### config.mk
export PLATFORM = sky130hd
export DESIGN_NAME = nibble_serial_adder_ctrl
export DESIGN_NICKNAME = d
export VERILOG_FILES = /design/src/rtl/nibble_serial_adder_ctrl.sv
export SDC_FILE = /design/constraint.sdc
export NUM_CORES = 1
export LEC_CHECK = 0
export CELL_PAD_IN_SITES_DETAIL_PLACEMENT = 1
export CELL_PAD_IN_SITES_GLOBAL_PLACEMENT = 1
export CORE_ASPECT_RATIO = 1.75
export CORE_MARGIN = 2
export CORE_UTILIZATION = 40
export CTS_CLUSTER_SIZE = 28
export DETAILED_ROUTE_END_ITERATION = 8
export PLACE_DENSITY_LB_ADDON = 0.1
export SLEW_MARGIN = 40
export SYNTH_ARGS = -nofsm -noshare
export SYNTH_HDL_FRONTEND = slang
export SYNTH_SLANG_ARGS = --single-unit
### constraint.sdc
create_clock -name clk -period 5.9 [get_ports clk]
set_input_delay 1.18 -clock clk [delete_from_list [all_inputs] [get_ports clk]]
set_output_delay 1.18 -clock clk [all_outputs]
set_load 0.02 [all_outputs]
### src/rtl/nibble_serial_adder_ctrl.sv
// nibble_serial_adder_ctrl: adds two WIDTH-bit operands through one shared
// 4-bit ripple slice. It processes one nibble per clock, LSB first, with
// valid/ready handshakes on both the request side and the result side.
module nibble_serial_adder_ctrl #(
    parameter int unsigned WIDTH = 16
) (
    input  logic             clk,
    input  logic             rst,
    input  logic             in_valid,
    output logic             in_ready,
    input  logic [WIDTH-1:0] in0,
    input  logic [WIDTH-1:0] in1,
    input  logic             cin,
    output logic             out_valid,
    input  logic             out_ready,
    output logic [WIDTH-1:0] sum,
    output logic             cout,
    output logic             busy
);

    localparam int unsigned SLICES = WIDTH / 4;
    localparam int unsigned IDX_W  = (SLICES > 1) ? $clog2(SLICES) : 1;
    localparam logic [IDX_W-1:0] IDX_LAST = IDX_W'(SLICES - 1);

    // Only whole nibbles are supported, and there must be at least one.
    generate
        if ((WIDTH < 4) || ((WIDTH % 4) != 0)) begin : g_bad_width
            $error("nibble_serial_adder_ctrl: WIDTH must be a multiple of 4 and >= 4");
        end
    endgenerate

    typedef enum logic [1:0] {
        S_IDLE = 2'd0,
        S_RUN  = 2'd1,
        S_DONE = 2'd2
    } state_t;

    state_t           state_q;
    logic [IDX_W-1:0] idx_q;
    logic             carry_q;
    logic [WIDTH-1:0] a_q;
    logic [WIDTH-1:0] b_q;
    logic [WIDTH-1:0] sum_q;
    logic             cout_q;
    logic             in_ready_q;
    logic             out_valid_q;
    logic             busy_q;

    logic [3:0]       nib_a;
    logic [3:0]       nib_b;
    logic [3:0]       slice_sum;
    logic             slice_cout;
    logic             ripple_c;

    // Shared 4-bit ripple slice working on the nibble selected by idx.
    always_comb begin
        nib_a     = a_q[{idx_q, 2'b00} +: 4];
        nib_b     = b_q[{idx_q, 2'b00} +: 4];
        slice_sum = 4'h0;
        ripple_c  = carry_q;
        for (int i = 0; i < 4; i++) begin
            slice_sum[i] = nib_a[i] ^ nib_b[i] ^ ripple_c;
            ripple_c     = (nib_a[i] & nib_b[i]) | (ripple_c & (nib_a[i] ^ nib_b[i]));
        end
        slice_cout = ripple_c;
    end

    // Control FSM and datapath registers; the handshake outputs are registered with the state.
    always_ff @(posedge clk) begin
        if (rst) begin
            state_q     <= S_IDLE;
            idx_q       <= '0;
            carry_q     <= 1'b0;
            a_q         <= '0;
            b_q         <= '0;
            sum_q       <= '0;
            cout_q      <= 1'b0;
            in_ready_q  <= 1'b1;
            out_valid_q <= 1'b0;
            busy_q      <= 1'b0;
        end else begin
            case (state_q)
                S_IDLE: begin
                    if (in_valid) begin
                        a_q        <= in0;
                        b_q        <= in1;
                        carry_q    <= cin;
                        sum_q      <= '0;
                        cout_q     <= 1'b0;
                        idx_q      <= '0;
                        state_q    <= S_RUN;
                        in_ready_q <= 1'b0;
                        busy_q     <= 1'b1;
                    end
                end
                S_RUN: begin
                    sum_q[{idx_q, 2'b00} +: 4] <= slice_sum;
                    carry_q                    <= slice_cout;
                    if (idx_q == IDX_LAST) begin
                        cout_q      <= slice_cout;
                        idx_q       <= '0;
                        state_q     <= S_DONE;
                        out_valid_q <= 1'b1;
                    end else begin
                        idx_q <= idx_q + IDX_W'(1);
                    end
                end
                S_DONE: begin
                    if (out_ready) begin
                        state_q     <= S_IDLE;
                        out_valid_q <= 1'b0;
                        in_ready_q  <= 1'b1;
                        busy_q      <= 1'b0;
                    end
                end
                default: begin
                    state_q     <= S_IDLE;
                    idx_q       <= '0;
                    in_ready_q  <= 1'b1;
                    out_valid_q <= 1'b0;
                    busy_q      <= 1'b0;
                end
            endcase
        end
    end

    assign in_ready  = in_ready_q;
    assign out_valid = out_valid_q;
    assign busy      = busy_q;
    assign sum       = sum_q;
    assign cout      = cout_q;

endmodule

==> flow_metrics.env <==
export IMPL_ir_worst_vdd_uv=148
export IMPL_rr_startpoint="idx_q[0]$_SDFFE_PP0P_"
export IMPL_grt_max_degree=49
export IMPL_clk_path_buf_depth=2
export IMPL_grtUsageTotal_pct=19.9
export IMPL_clock_latency_ns=0.34
export IMPL_gp_congestion=0.832
export IMPL_wirelength_mm=6.41
export IMPL_grt_pass1_wl_mm=10.5
export IMPL_cts_made_buffers=9
export IMPL_final_cells=407
export IMPL_clockRootBuffer="clkbuf_8"
export IMPL_synth_seq_cells=57
export IMPL_synth_top_area_share_pct=45.3
export IMPL_hold_start="b_q[11]$_SDFFE_PP0P_"
export IMPL_path_max_fanout=16
export IMPL_crit_path_start_kind="register"
export IMPL_syn_cell_area_um2=2520
export IMPL_min_period_ns=3.06
export IMPL_yosys_top_cells_area="dfxtp_1 45%, nand2_1 9.8%, a21oi_1 8.3%, mux4_2 7.1%, fa_1 3.2%"
export IMPL_cts_tree="done"
export IMPL_rsz0062_at_grt="no"
export IMPL_syn_nets=315
export IMPL_setup_viol=0
export IMPL_drcViolationCount=0
export IMPL_die_h_um=109
export IMPL_vias=2127
export IMPL_synth_distinct_cells=40
export IMPL_dp_hpwl_mm=4.67
export IMPL_synth_main_ff_cell="dfxtp_1"
export IMPL_drv_cap=0
export IMPL_post_cts_setup_buffers=0
export IMPL_ys_top_cells_by_count="66 x nand2_1, 57 x dfxtp_1, 42 x a21oi_1"
export IMPL_worstPathArrival_ns=3.29
export IMPL_holdPathEnd="b_q[11]$_SDFFE_PP0P_"
export IMPL_initial_core_util_pct=41.1
export IMPL_antenna_cells=0
export IMPL_core_area_um2=6130
export IMPL_grt_pass1_vias=2166
export IMPL_overflow=0
export IMPL_status="completed"
export IMPL_muxShareOfSynthArea_pct=9.33
export IMPL_hold_class="register to register"
export IMPL_cp_end_kind="register"
export IMPL_yosysTopAreaCell="dfxtp_1"
export IMPL_firstDrtPassIters=5
export IMPL_synth_simple_gate_area_share_pct=17.4
export IMPL_syn_instance_count=270
export IMPL_postCtsHoldBufs=0
export IMPL_fp_row_count=38
export IMPL_synth_most_common_cell="nand2_1"
export IMPL_critical_path_class="register to register"
export IMPL_hold_depth=2
export IMPL_drt_iter0_drc=110
export IMPL_r2r_slack_ns=2.84
export IMPL_antenna_left=0
export IMPL_die_w_um=64
export IMPL_drive_gt1_share_pct=10.7
export IMPL_clock_skew_ns=0.00742
export IMPL_io_pins=57
export IMPL_synth_compound_area_share_pct=16.1
export IMPL_synthAdderAreaFrac_pct=5.16
export IMPL_async_flop_share_pct=0
export IMPL_p_leak_uw=0.00120
export IMPL_synth_xor_area_share_pct=0
export IMPL_reg2reg_depth=10
export IMPL_cts_htree_levels=3
export IMPL_clock_sinks=57
export IMPL_setup_tns_final_ns=0
export IMPL_cp_required_ns=6.13
export IMPL_syn_area_per_cell_um2=9.33
export IMPL_wire_per_inst_um=15.7
export IMPL_viasPerCell=5.23
export IMPL_fin_crit_sh_pct=51.8
export IMPL_ys_seq_area_share_pct=45.3
export IMPL_yosysWarnings=0
export IMPL_cts_repair_resize_count=0
export IMPL_p_per_area_nw_per_um2=262
export IMPL_hold_viol_final=0
export IMPL_die_area_um2=6980
export IMPL_synth_edf_count=0
export IMPL_final_nets=367
export IMPL_slew_violations=0
export IMPL_clk_pin_slew_worst_paths_ns=0.06
export IMPL_slew_headroom_pct=54.1
export IMPL_port_buffers=56
export IMPL_post_place_cells=391
export IMPL_synth_top_family_by_area="simple AND/OR/NAND/NOR gates"
export IMPL_syn_to_final_growth_pct=30.2
export IMPL_antenna_found_initial=0
export IMPL_clock_fmax_mhz=327
export IMPL_tightest_slew_ns=0.688
export IMPL_r2r_end="sum[3]$_SDFFE_PP0P_"
export IMPL_power_uw=861
-- worst max-delay path: stages (launching register included) --
cell and delay [ns]:
dfxtp_2 0.63, mux4_2 0.58, inv_1 0.09, fa_1 0.16
inv_1 0.05, fa_1 0.35, inv_1 0.08, fa_1 0.17
inv_1 0.05, fa_1 0.56, a22o_1 0.24
-- kinds of logic after synthesis --
kind of cell	Yosys count
AOI/OAI and AO/OA	66
DFF	57
adders and majority gates	8
buffers and inverters	32
muxes	13
and+or+nand+nor	94
-- where the power goes --
| group | switching (uW) | internal, uW |
|---|---|---|
| Clock | 150 | 173 |
| Combinational | 59.3 | 61.1 |
| Sequential | 15.3 | 402 |
| Total | 224 | 636 |
-- worst max path at each step --
stage | from | endpoint | slack [ns] | cells after the start
final | idx_q[0]$_SDFFE_PP0P_ | sum[3]$_SDFFE_PP0P_ | 2.84 | 10
after detailed placement | idx_q[0]$_SDFFE_PP0P_ | sum[7]$_SDFFE_PP0P_ | 2.80 | 10
after CTS | idx_q[0]$_SDFFE_PP0P_ | sum[3]$_SDFFE_PP0P_ | 2.81 | 10
after floorplan | idx_q[0]$_SDFFE_PP0P_ | sum[11]$_SDFFE_PP0P_ | 3.07 | 11
after global routing | idx_q[0]$_SDFFE_PP0P_ | sum[15]$_SDFFE_PP0P_ | 2.69 | 10
after global placement | idx_q[0]$_SDFFE_PP0P_ | sum[7]$_SDFFE_PP0P_ | 2.54 | 10
-- sequential cells by signal (all words and copies together), names as in the netlist --
register	cells
a_q	16
b_q	16
sum	16
idx_q	2
state_q	2
busy	1
carry_q	1
cout	1
in_ready	1
out_valid	1
-- layout make-up --
cell class | count | area (um2)
Clock buffer | 13 | 159
Clock inverter | 3 | 15.0
Fill cell | 704 | 2850
Inverter | 14 | 52.6
Multi-Input combinational cell | 181 | 1220
Sequential cell | 57 | 1140
Tap cell | 80 | 100
Timing Repair Buffer | 59 | 594
-- metrics by stage --
step / setup slack, ns / util, % / area, um2 / hold WS, ns
after floorplan: 3.07 / - / 2520 / 0.433
after global placement: 2.54 / 50.2 / 3080 / 0.439
after detailed placement: 2.80 / 50.7 / 3110 / 0.447
after CTS: 2.81 / 53.5 / 3280 / 0.458
after global routing: 2.69 / 53.5 / 3280 / 0.482
final: 2.84 / 53.5 / 3280 / 0.456
-- layout by cell type (no fill, tap or decap), drive strengths merged, types with 2 or more instances in the layout --
cell type,synthesis,final
mux4,8,8
a21oi,42,42
clkinv,0,3
nand2b,2,2
buf,13,3
ha,4,4
clkdlybuf4s50,0,56
o21ai,2,2
nand3,6,6
mux2,4,4
nand2,66,66
nor2,5,5
inv,14,14
clkbuf,5,13
dfxtp,57,57
nor4b,2,2
o2bb2ai,8,8
a22o,8,8
fa,4,4
nor2b,3,3
-- metal layers --
layer | vias to the layer above | GRT usage, % | routed length [um]
met5 | - | 0 | 0
met1 | 1025 | 20.9 | 2390
met4 | 0 | 8.70 | 135
li1 | 1032 | - | -
met2 | 56 | 37.2 | 3670
met3 | 14 | 4.33 | 208
Note: power is estimated with default switching activity, not from simulation.
